==> src/rtl/flags_ctrl_pkg.sv <==
// Shared types and constants for the flags-register write controller.
package flags_ctrl_pkg;
  localparam int FLAG_W = 4;
  localparam int FLAG_N = 3;
  localparam int FLAG_Z = 2;
  localparam int FLAG_C = 1;
  localparam int FLAG_V = 0;

  typedef enum logic [1:0] {
    IDLE   = 2'd0,
    WRITE  = 2'd1,
    FROZEN = 2'd2
  } fa_state_t;
endpackage

==> src/rtl/rr_arbiter.sv <==
// Combinational round-robin pick: first set req at or above rr_ptr, wrapping.
// Zero latency; gnt_vld low when no request is pending.
module rr_arbiter #(
  parameter int NUM_REQ = 3,
  parameter int IDX_W   = $clog2(NUM_REQ)
) (
  input  logic [NUM_REQ-1:0] req,
  input  logic [IDX_W-1:0]   rr_ptr,
  output logic [NUM_REQ-1:0] gnt_oh,
  output logic [IDX_W-1:0]   gnt_idx,
  output logic               gnt_vld
);

  logic [IDX_W-1:0] cand;

  always_comb begin
    gnt_oh  = '0;
    gnt_idx = '0;
    gnt_vld = 1'b0;
    cand    = '0;
    for (int k = 0; k < NUM_REQ; k++) begin
      cand = IDX_W'((int'(rr_ptr) + k) % NUM_REQ);
      if (!gnt_vld && req[cand]) begin
        gnt_vld       = 1'b1;
        gnt_oh[cand]  = 1'b1;
        gnt_idx       = cand;
      end
    end
  end

endmodule

==> src/rtl/flags_write_arbiter.sv <==
// Round-robin arbiter merging masked flag updates into the flags register; grant and write one cycle after req.
// freeze stalls all grants; optional FLAGS_SAVE_RESTORE_EN adds interrupt save/restore of the flags.
module flags_write_arbiter #(
  parameter int NUM_REQ = 3,
  parameter int FLAG_W  = flags_ctrl_pkg::FLAG_W
) (
  input  logic                        clk,
  input  logic                        rst,
  input  logic                        freeze,
  input  logic [NUM_REQ-1:0]          req,
  input  logic [NUM_REQ*FLAG_W-1:0]   req_flags,
  input  logic [NUM_REQ*FLAG_W-1:0]   req_mask,
  output logic [NUM_REQ-1:0]          gnt,
  output logic                        flags_we,
  output logic [FLAG_W-1:0]           flags_d,
  output logic [FLAG_W-1:0]           cur_flags
`ifdef FLAGS_SAVE_RESTORE_EN
  ,
  input  logic                        save,
  input  logic                        restore
`endif
);
  import flags_ctrl_pkg::*;

  localparam int IDX_W = $clog2(NUM_REQ);

  fa_state_t            state_q, state_d;
  logic [NUM_REQ-1:0]   gnt_q, gnt_d;
  logic                 flags_we_q, flags_we_d;
  logic [FLAG_W-1:0]    flags_d_q, flags_d_d;
  logic [FLAG_W-1:0]    cur_flags_q, cur_flags_d;
  logic [IDX_W-1:0]     rr_ptr_q, rr_ptr_d;

  logic [NUM_REQ-1:0]   arb_oh;
  logic [IDX_W-1:0]     arb_idx;
  logic                 arb_vld;
  logic [FLAG_W-1:0]    sel_flags, sel_mask, merged;

`ifdef FLAGS_SAVE_RESTORE_EN
  logic [FLAG_W-1:0]    saved_flags_q, saved_flags_d;
`endif

  rr_arbiter #(.NUM_REQ(NUM_REQ), .IDX_W(IDX_W)) u_rr_arbiter (
    .req     (req),
    .rr_ptr  (rr_ptr_q),
    .gnt_oh  (arb_oh),
    .gnt_idx (arb_idx),
    .gnt_vld (arb_vld)
  );

  always_comb begin
    sel_flags = '0;
    sel_mask  = '0;
    for (int i = 0; i < NUM_REQ; i++) begin
      if (arb_oh[i]) begin
        sel_flags = req_flags[i*FLAG_W +: FLAG_W];
        sel_mask  = req_mask[i*FLAG_W +: FLAG_W];
      end
    end
  end

  // Merge against our own copy so back-to-back writes never read a stale register.
  assign merged = (cur_flags_q & ~sel_mask) | (sel_flags & sel_mask);

  always_comb begin
    state_d     = state_q;
    gnt_d       = '0;
    flags_we_d  = 1'b0;
    flags_d_d   = flags_d_q;
    cur_flags_d = cur_flags_q;
    rr_ptr_d    = rr_ptr_q;
    if (freeze) begin
      state_d = FROZEN;
    end
`ifdef FLAGS_SAVE_RESTORE_EN
    else if (restore) begin
      state_d     = WRITE;
      flags_we_d  = 1'b1;
      flags_d_d   = saved_flags_q;
      cur_flags_d = saved_flags_q;
    end
`endif
    else if (arb_vld) begin
      state_d     = WRITE;
      gnt_d       = arb_oh;
      flags_we_d  = 1'b1;
      flags_d_d   = merged;
      cur_flags_d = merged;
      rr_ptr_d    = (arb_idx == IDX_W'(NUM_REQ - 1)) ? '0 : arb_idx + 1'b1;
    end else begin
      state_d = IDLE;
    end
  end

`ifdef FLAGS_SAVE_RESTORE_EN
  // Save captures the pre-restore value when both fire together.
  assign saved_flags_d = save ? cur_flags_q : saved_flags_q;
`endif

  always_ff @(posedge clk or posedge rst) begin
    if (rst) begin
      state_q       <= IDLE;
      gnt_q         <= '0;
      flags_we_q    <= 1'b0;
      flags_d_q     <= '0;
      cur_flags_q   <= '0;
      rr_ptr_q      <= '0;
`ifdef FLAGS_SAVE_RESTORE_EN
      saved_flags_q <= '0;
`endif
    end else begin
      state_q       <= state_d;
      gnt_q         <= gnt_d;
      flags_we_q    <= flags_we_d;
      flags_d_q     <= flags_d_d;
      cur_flags_q   <= cur_flags_d;
      rr_ptr_q      <= rr_ptr_d;
`ifdef FLAGS_SAVE_RESTORE_EN
      saved_flags_q <= saved_flags_d;
`endif
    end
  end

  assign gnt       = gnt_q;
  assign flags_we  = flags_we_q;
  assign flags_d   = flags_d_q;
  assign cur_flags = cur_flags_q;

endmodule

==> config.mk <==
export PLATFORM = sky130hd
export DESIGN_NAME = flags_write_arbiter
export DESIGN_NICKNAME = d
export VERILOG_FILES = /design/src/rtl/flags_ctrl_pkg.sv /design/src/rtl/rr_arbiter.sv /design/src/rtl/flags_write_arbiter.sv
export SDC_FILE = /design/constraint.sdc
export NUM_CORES = 1
export LEC_CHECK = 0
export BUFFER_PORTS_ARGS = -buffer_cell sky130_fd_sc_hd__buf_2
export CAP_MARGIN = 40
export CORE_ASPECT_RATIO = 0.7
export CORE_MARGIN = 2
export CORE_UTILIZATION = 48
export DETAILED_ROUTE_END_ITERATION = 8
export HOLD_SLACK_MARGIN = 0.06
export PLACE_DENSITY = 0.78
export SLEW_MARGIN = 20
export SYNTH_ARGS = -nofsm -noshare
export SYNTH_HDL_FRONTEND = slang
export SYNTH_SLANG_ARGS = --single-unit
==> constraint.sdc <==
create_clock -name clk -period 4.6 [get_ports clk]
set_clock_uncertainty 0.2 [all_clocks]
set_input_delay 1.38 -clock clk [delete_from_list [all_inputs] [get_ports clk]]
set_output_delay 1.38 -clock clk [all_outputs]
set_load 0.01 [all_outputs]
# Yosys cells after proc, flatten, opt, wreduce, memory -nomap -nowiden
# Cells that the tools add are included.
totals:
  output_inout_bits: 12
  reg_bits: 10
  in_bits: 30
classes:
  n_div: 3
  addsub: 3
  n_reduce_logical: 8
  n_mux: 32
  bitwise_logic: 7
  eq_ne: 1
  order_cmp: 6
ops:
  columns: ["op", "n"]
  rows:
  - ["$mod 32x3->32 const B", 2]
  - ["$mod 3x3->32 const B", 1]
  - ["$mux 4", 6]
  - ["$mux 3", 5]
  - ["$mux 1", 11]
  - ["$lt 2x3->1 const B", 3]
  - ["$and 4x4->4", 2]
  - ["$mux 2", 4]
  - ["$bmux 1 s2", 3]
  - ["$demux 1 s2", 3]
  - ["$ge 2x1->1 const B", 3]
  - ["$or 3x3->3", 2]
  - ["$logic_and 1x1->1", 5]
  - ["$not 4->4", 1]
  - ["$or 4x4->4", 1]
  - ["$add 2x1->3 const B", 1]
  - ["$add 2x2->3 const B", 1]
  - ["$add 2x1->2 const B", 1]
  - ["$eq 2x2->1 const B", 1]
  - ["$logic_not 1->1", 2]
  - ["$reduce_and 2->1", 1]
  - ["$not 1->1", 1]

# Depth between registers and ports, before layout
# Gate-level depths: netlist (run 1).
depth:
  depth_word: 16
  ltp_mapped: 12
  depth_no_buf: 9

# Hierarchy
# A second synthesis (run 1) with hierarchy kept.
unflattened:
  cells_unflattened: 119
  hier_area_um2: 988.4
by_module_without_submodules:
  columns: ["mod", "area_each_um2", "cells_each", "instances"]
  rows:
  - ["flags_write_arbiter", 640.6, 66, 1]
  - ["rr_arbiter", 347.8, 53, 1]

# Least setup slack after synthesis (run 1)
# OpenSTA, ideal clock, no wires.
synth_path:
  path_kind: "input to register"
  start: "input port req[0]"
  end: "register (tool-made name)"
  t_required_ns: 4.275
  setup_slack_ns: 1.233
  path_stages: 9
  path_buffers: 2
  setup_ns: 0.125
  arrival_time_ns: 3.042
  cell_sequence: "buf_4 > mux2i_1 > nor3_1 > o31ai_2 > a221oi_4 > buf_6 > a211oi_1 > a211oi_2 > mux2_4"
synth_lines:
  columns: ["item", "line_no", "source"]
  rows:
  - ["start, declared", "flags_write_arbiter.sv:10", "input logic [NUM_REQ-1:0] req,"]

==> results of run 1 <==
==> cells in the mapped netlist (5+ instances only) <==
| library cell | count | area (µm²) |
|---|---|---|
| nor2_1 | 9 | 33.8 |
| and3_1 | 5 | 31.3 |
| nor3_1 | 5 | 25.0 |
| o21ai_0 | 8 | 40.0 |
| inv_1 | 7 | 26.3 |
| dfrtp_1 | 10 | 250 |
| buf_4 | 6 | 45.0 |
| buf_2 | 5 | 25.0 |
==> through the flow <==
step / util (%) / instances / hold slack (ps) / setup WS, ps
after floorplan: - / 124 / 360 / 1230
final: 60.3 / 187 / 335 / 968
after global placement: 58.6 / 183 / 318 / 835
after CTS: 60.3 / 187 / 338 / 989
after global routing: 60.3 / 187 / 351 / 876
after detailed placement: 58.6 / 183 / 316 / 703
==> layout make-up <==
type                            instances  area share, %
Clock buffer                            4           2.73
Timing Repair Buffer                   42           16.0
Multi-Input combinational cell         92           57.5
Tap cell                               32           3.01
Sequential cell                        10           18.8
Inverter                                7           1.98
==> per-layer routing <==
layer / track usage (%) / vias up
met4: 6.67 / 0
met2: 34.4 / 38
met3: 2.74 / 5
met5: 0 / -
met1: 29.0 / 505
li1: - / 522
==> cell families (layout without fill, tap and decap cells) <==
logic type                 Yosys count  count (layout)
and+or+nand+nor                     41              41
AOI/OAI and AO/OA                   39              39
buffers and inverters               22              53
DFF                                 10              10
muxes                                8               8
adders and majority gates            4               4
==> power breakdown <==
part | switching, mW | internal (mW)
combinational | 0.425 | 0.339
clock | 0.0300 | 0.0481
sequential | 0.0212 | 0.127
==> worst max-delay path by stage <==
stage / startpoint / endpoint / slack [ps] / cells past startpoint
finish: req[1] / flip-flop / 970 / 8
global route: req[1] / flip-flop / 880 / 8
CTS: req[1] / flip-flop / 990 / 8
detailed placement: req[1] / flip-flop / 700 / 8
global placement: req[1] / flip-flop / 840 / 8
floorplan: req[0] / flip-flop / 1230 / 9
==> cell usage in the layout (no fill, tap or decap), types with 2 or more instances in the layout <==
cell,n
buf_2,41
dfrtp_1,10
nor2_1,9
o21ai_0,8
inv_1,7
nor3_1,5
and3_1,5
a21oi_1,4
a221o_1,4
a211oi_1,4
a211oi_2,4
mux2_4,4
ha_1,4
mux2i_1,3
nand2b_1,3
and2_1,3
clkbuf_4,3
nand3b_1,2
o22ai_1,2
==> results_dict.tcl, run 1 <==
set metrics [dict create \
    tightestPinTransition_ps 638 \
    diodes 0 \
    seq_area_frac_synth_pct 21.6 \
    fin_setup_tns_ps 0 \
    cp-start-kind "input port" \
    netlist_area_um2 1160 \
    rsz0062_at_grt "false" \
    port_buffers 41 \
    clock-sinks 10 \
    crit_type "in2reg" \
    highest_layer "met4" \
    clk_latency_ps 260 \
    overflow 0 \
    die_w_um 62.7 \
    grt_usage_pct 20.8 \
    fmax_ghz 0.275 \
    relSlewSlack_pct 57.5 \
    antenna_found_initial 0 \
    drc 0 \
    synth_edf_count 0 \
    post_cts_hold_buffer_count 0 \
    cts_setup_buffers 0 \
    hpwl_um 2250 \
    coreArea_um2 2210 \
    die_height_um 45.1 \
    crit_family "compound AO/OA/AOI/OAI gates" \
    worst-path-buf-inv 1 \
    crit_required_ps 4550 \
    synth_mux_area_share_pct 9.74 \
    first_iter_violations 59 \
    hold_path_class "reg2reg" \
    ys_types 48 \
    p_per_area_nw_per_um2 744 \
    synth_nets 158 \
    r2r_cells 9 \
    stdcell_area_um2 1330 \
    fill_cells 207 \
    finalCriticalPeriod_ps 3630 \
    cp-end-kind "flip-flop" \
    die_area_um2 2820 \
    placed_area_um2 1290 \
    row_count 14 \
    synth-simple-area-share_pct 23.1 \
    multiInputGateArea_um2 764 \
    synth-adder-area-share_pct 4.33 \
    max_cap_viol_count 0 \
    synth_compound_area_share_pct 29.0 \
    ys_ff_latch 10 \
    setup_viol 0 \
    leakage_nw 0.631 \
    via_count 1070 \
    drv_slew 0 \
    syn_area_per_cell_um2 9.32 \
    seq_area_um2 250 \
    cts_made_buffers 3 \
    min_period_over_period_pct 79.0 \
    reg2reg_from "rr_ptr_q[1]$_DFFE_PP0P_" \
    synthXorXnorAreaFrac_pct 0 \
    initial_core_util_pct 52.4 \
    wl_met1_um 1250 \
    viasPerCell 5.72 \
    reg2reg_slack_ps 1150 \
    wl_met3_um 156 \
    clock_path_buffers 2 \
    cts_tree "yes" \
    drive_above_1_share_pct 41.9 \
    synth_top_family_by_area "compound AO/OA/AOI/OAI gates" \
    grt_pass1_wl_um 4560 \
    areaGrowthSynthToFinish_pct 15.0 \
    synthCells 124 \
    route.met2.wl_um 1380 \
    drt_first_pass_iters 4 \
    grt_max_degree 16 \
    clk_pin_slew_ps 70 \
    avgRoutedWirePerCell_um 15.1 \
    finalPower_uw 989 \
    synthArstFlopShare_pct 100 \
    finalHoldViolations 0 \
    cts-root-buf "clkbuf_4" \
    pin_count 42 \
    critPathSlowestCell "a221oi_4" \
    vdd_ir_drop_max_v 0.000348 \
    wl_um 2820 \
    h-tree-depth 1 \
    crit_chain "buf_2 -> mux2i_1 -> nor3_1 -> o32ai_2 -> a221oi_4 -> nor3b_2 -> a221o_1 -> mux2_4" \
    yosys_most_used_dff "dfrtp_1" \
    yosysWarningCount 0 \
    cts.repair.resized 0 \
    first_global_vias 975 \
    worstPathArrival_ps 3590 \
    detail-route-antenna-nets 0 \
    final_nets 190 \
    routabilityCongestion 0.928 \
    holdPathStages 1 \
    outcome "finished clean" \
    path_max_fanout 14 \
    slowest_delay_ps 590 \
]
No activity file was read; power rests on OpenSTA's default activity.
==> run 2, diff against run 1 <==
==> constraint.sdc (replaced) <==
create_clock -name clk -period 3.63 [get_ports clk]
set_clock_uncertainty 0.2 [all_clocks]
set_input_delay 1.089 -clock clk [delete_from_list [all_inputs] [get_ports clk]]
set_output_delay 1.089 -clock clk [all_outputs]
set_load 0.01 [all_outputs]
==> run 2 against run 1 <==
Setup slack worse by 590 ps. Non-clock buffer count is 5 higher. Clock power is 27% higher. Global-route usage is 0.42 points lower. Sequential share of layout area is 0.52 points lower. Die area stayed put. Critical path type unchanged. Highest routed layer is now met3.
==> results_dict.tcl, run 2 (synthesis gave the netlist of run 1 again) <==
set metrics [dict create \
    outcome "finished clean" \
    clkPwrFrac_pct 7.5 \
    die_area_um2 2820 \
    power_frac_seq_pct 14.5 \
    hpwl_um 2230 \
    port_buffers 41 \
    critPathSlowestCell "a221oi_4" \
    reg2reg_from "rr_ptr_q[0]$_DFFE_PP0P_" \
    cts_made_buffers 3 \
    clock-sinks 10 \
    drc 0 \
    fill_cells 199 \
    avgRoutedWirePerCell_um 15.0 \
    cp-start-kind "input port" \
    p_per_area_nw_per_um2 963 \
    relSlewSlack_pct 67.6 \
    grt_usage_pct 20.4 \
    die_w_um 62.7 \
    viasPerCell 5.81 \
    crit_type "in2reg" \
    setup_slack_ps 378 \
    r2r_cells 10 \
    crit_required_ps 3580 \
    post-place-ws_ps 132 \
    cts-root-buf "clkbuf_4" \
    rsz0062_at_grt "false" \
    clock_path_buffers 2 \
    die_height_um 45.1 \
    finalHoldViolations 0 \
    vdd_ir_drop_max_v 0.000518 \
    overflow 0 \
    slowest_delay_ps 510 \
    final_nets 195 \
    clk_pin_slew_ps 70 \
    detail-route-antenna-nets 0 \
    first_global_vias 939 \
    cts_tree "yes" \
    tightestPinTransition_ps 486 \
    worstPathArrival_ps 3200 \
    crit_chain "buf_2 -> mux2i_1 -> nor3_1 -> o31ai_2 -> a221oi_4 -> buf_4 -> a211oi_1 -> a211oi_2 -> mux2_4" \
    grt_max_degree 15 \
    clk_latency_ps 260 \
    max_cap_viol_count 0 \
    first_iter_violations 94 \
    hold_path_class "reg2reg" \
    drive_above_1_share_pct 43.8 \
    drv_slew 0 \
    p_sw_share_pct 47.5 \
    p_int_uw 691 \
    worst-path-buf-inv 2 \
    p_comb_share_pct 78.0 \
    fin_setup_tns_ps 0 \
    diodes 0 \
    row_count 14 \
    power.switching_uw 626 \
    fmax_ghz 0.307 \
    mostFrequentLayoutCells "buf_2, dfrtp_1, nor2_1" \
    grt_pass1_wl_um 4460 \
    areaGrowthSynthToFinish_pct 18.3 \
    initial_core_util_pct 52.4 \
    holdPathStages 1 \
    finalCriticalPeriod_ps 3250 \
    leakage_nw 0.656 \
    post_cts_hold_buffer_count 0 \
    cts_setup_buffers 0 \
    crit_family "compound AO/OA/AOI/OAI gates" \
    coreArea_um2 2210 \
    cp-end-kind "flip-flop" \
    h-tree-depth 1 \
    pin_count 42 \
    routabilityCongestion 0.893 \
    via_count 1116 \
    setup_viol 0 \
    drt_first_pass_iters 5 \
    path_max_fanout 11 \
    min_period_over_period_pct 89.6 \
    wl_um 2880 \
    cp.depth 9 \
    reg2reg_slack_ps 500 \
    cts.repair.resized 0 \
    antenna_found_initial 0 \
    final_common_cell "buf_2" \
]
[run 2: cell types whose count changed in the layout (fill, tap and decap cells not counted), sizes merged]
cell,before,now
buf,42,47
[run 2: how the worst max path moves through the flow]
stage / from / end / slack, ps
after detailed placement: req[1] / flip-flop / 130
after global routing: req[1] / flip-flop / 270
final: req[1] / flip-flop / 380
after CTS: req[1] / flip-flop / 420
after floorplan: req[0] / flip-flop / 550
after global placement: req[1] / flip-flop / 240
[run 2: power groups by stage]
| stage | Combinational, mW | Clock, mW | Sequential [mW] |
|---|---|---|---|
| CTS | 1.02 | 0.101 | 0.191 |
| finish | 1.03 | 0.0993 | 0.191 |
| detailed placement | 1.01 | 0 | 0.192 |
| floorplan | 0.823 | 0 | 0.205 |
| global route | 1.11 | 0.107 | 0.196 |
| global placement | 0.984 | 0 | 0.189 |
[run 2: cell type report]
class / instances / area, µm² / share of cell area [%]
Tap cell: 32 / 40.0 / 2.93
Multi-Input combinational cell: 92 / 764 / 55.9
Clock buffer: 4 / 36.3 / 2.65
Timing Repair Buffer: 47 / 250 / 18.3
Sequential cell: 10 / 250 / 18.3
Inverter: 7 / 26.3 / 1.92
[run 2: stage by stage]
step	area (µm²)	cells	total power, mW	util (%)	hold slack [ps]
6_report	1370	192	1.32	62.0	349
5_1_grt	1370	192	1.41	62.0	379
4_1_cts	1370	192	1.31	62.0	344
3_5_place_dp	1330	188	1.20	60.3	319
3_3_place_gp	1330	188	1.17	60.3	315
2_1_floorplan	1160	124	1.03	-	360
[run 2: layer usage]
layer	GRT usage (%)	vias to the layer above	wire, µm
met5	0	-	0
met4	4.89	0	0
met3	2.24	0	193
met2	35.7	58	1470
met1	27.9	524	1210
li1	-	534	-
==> run 3, diff against run 2 <==
--- a/config.mk
+++ b/config.mk
@@ -11,8 +11,10 @@
 export CORE_MARGIN = 2
 export CORE_UTILIZATION = 48
 export DETAILED_ROUTE_END_ITERATION = 8
+export GPL_TIMING_DRIVEN = 0
 export HOLD_SLACK_MARGIN = 0.06
 export PLACE_DENSITY = 0.78
+export REMOVE_ABC_BUFFERS = 1
 export SLEW_MARGIN = 20
 export SYNTH_ARGS = -nofsm -noshare
 export SYNTH_HDL_FRONTEND = slang
==> run 3 against run 2 <==
Clock power is 0.6% higher. Wire length is 4.7% lower. Final cell count is 1.6% lower. Sequential cell count stayed put. Global-route usage is 2.6 points lower. First-iteration DRC count is 64% lower. Via count is 1.2% lower. Setup slack worse by 65 ps. Fmax is 2.0% lower. Worst hold slack worse by 7.8 ps. Sequential power hardly changed. Cell area is 0.55% lower. Highest routed layer is now met4.
==> results_dict.tcl, run 3 (synthesis gave the netlist of run 1 again) <==
set metrics [dict create \
    final_nets 192 \
    drt_first_pass_iters 4 \
    routabilityCongestion 0.880 \
    drv_slew 0 \
    reg2reg_from "rr_ptr_q[0]$_DFFE_PP0P_" \
    use_met2_pct 27.7 \
    fmax_ghz 0.301 \
    overflow 0 \
    min_period_over_period_pct 91.4 \
    crit_chain "buf_2 -> mux2i_4 -> o21ai_1 -> nor2_1 -> a21oi_1 -> o21ai_0 -> a211oi_2 -> mux2_4" \
    p_per_area_nw_per_um2 975 \
    h-tree-depth 1 \
    clk_latency_ps 270 \
    drive_above_1_share_pct 43.3 \
    clock-sinks 10 \
    reg2reg_slack_ps 350 \
    outcome "finished clean" \
    crit_required_ps 3590 \
    grt_pass1_wl_um 3920 \
    port_buffers 41 \
    die_height_um 45.1 \
    pin_count 42 \
    cts_made_buffers 3 \
    seq_area_um2 250 \
    first_iter_violations 34 \
    areaGrowthSynthToFinish_pct 17.6 \
    setup_viol 0 \
    post_cts_hold_buffer_count 0 \
    tightestPinTransition_ps 745 \
    fin_util_pct 61.6 \
    fill_cells 196 \
    vdd_ir_drop_max_v 0.000407 \
    post-place-ws_ps -51.9 \
    setup_slack_ps 313 \
    hold_path_class "reg2reg" \
    via_count 1103 \
    grtUsageMet3_pct 2.24 \
    detail-route-antenna-nets 0 \
    finalCriticalPeriod_ps 3320 \
    diodes 0 \
    grt_max_degree 16 \
    relSlewSlack_pct 50.4 \
    holdPathStages 1 \
    initial_core_util_pct 52.4 \
    power_frac_seq_pct 14.2 \
    max_cap_viol_count 0 \
    die_area_um2 2820 \
    gr-usage-met1_pct 26.5 \
    r2r_cells 9 \
    final_common_cell "buf_2" \
    coreArea_um2 2210 \
    finalHoldViolations 0 \
    hpwl_um 1950 \
    worstPathArrival_ps 3270 \
    cp-start-kind "input port" \
    cts_tree "yes" \
    slowest_delay_ps 610 \
    p_sw_share_pct 47.1 \
    mostFrequentLayoutCells "buf_2, dfrtp_1, nor2_1" \
    rsz0062_at_grt "false" \
    die_w_um 62.7 \
    p_comb_share_pct 78.2 \
    multiInputGateArea_um2 767 \
    clock_path_buffers 2 \
    crit_type "in2reg" \
    path_max_fanout 11 \
    busiest_layer "met2" \
    clk_pin_slew_ps 60 \
    viasPerCell 5.84 \
    clkPwrFrac_pct 7.5 \
    avgRoutedWirePerCell_um 14.5 \
    leakage_nw 0.643 \
    power.switching_uw 625 \
    cts-root-buf "clkbuf_4" \
    wl_um 2740 \
    row_count 14 \
    p_int_uw 701 \
    grt_usage_pct 17.8 \
    cp-end-kind "flip-flop" \
    critPathSlowestCell "a21oi_1" \
    antenna_found_initial 0 \
    first_global_vias 882 \
    drc 0 \
]
[run 3: power groups by stage]
stage | logic (mW) | clock network, mW | registers [mW]
5_1_grt | 1.12 | 0.109 | 0.195
3_3_place_gp | 0.921 | 0 | 0.189
4_1_cts | 0.958 | 0.0999 | 0.189
2_1_floorplan | 0.706 | 0 | 0.216
6_report | 1.04 | 0.0999 | 0.189
3_5_place_dp | 0.952 | 0 | 0.189
[run 3: layer usage]
| metal | up-vias | wire (µm) |
|---|---|---|
| met4 | 0 | 11 |
| met5 | - | 0 |
| li1 | 524 | - |
| met2 | 46 | 1280 |
| met3 | 5 | 192 |
| met1 | 528 | 1260 |
[run 3: through the flow]
step | total power [mW] | setup TNS, ps | cell area, µm² | cells | hold slack [ps]
6_report | 1.33 | 0 | 1360 | 189 | 341
5_1_grt | 1.42 | 0 | 1360 | 189 | 358
4_1_cts | 1.25 | 0 | 1320 | 186 | 346
3_5_place_dp | 1.14 | -139 | 1290 | 182 | 323
3_3_place_gp | 1.11 | 0 | 1290 | 182 | 319
2_1_floorplan | 0.922 | 0 | 1040 | 109 | 360
[run 3: how the worst max path moves through the flow]
stage / from / endpoint / depth (start not counted)
after floorplan: req[1] / flip-flop / 7
after global placement: req[1] / flip-flop / 8
after detailed placement: req[1] / flip-flop / 8
after CTS: rr_ptr_q[1]$_DFFE_PP0P_ / flip-flop / 9
after global routing: rr_ptr_q[0]$_DFFE_PP0P_ / flip-flop / 9
final: req[1] / flip-flop / 8
[run 3: area by class of cell]
cell class | count | area share [%]
clock buffer | 4 | 2.67
tap | 32 | 2.94
sequential | 10 | 18.4
inverter | 7 | 1.93
timing repair buffer | 44 | 17.7
multi-input combinational | 92 | 56.4
[run 3: critical path, delay by kind of cell]
| family | cells | cell delay (ps) |
|---|---|---|
| AO/OA/AOI/OAI | 4 | 1400 |
| buffers and inverters | 1 | 240 |
| AND/OR/NAND/NOR | 1 | 80 |
| multiplexers | 2 | 470 |
[run 3: repair_timing]
action	CTS	global route
buffers inserted	0	3
setup endpoints to repair	0	4
gates resized for setup	0	1
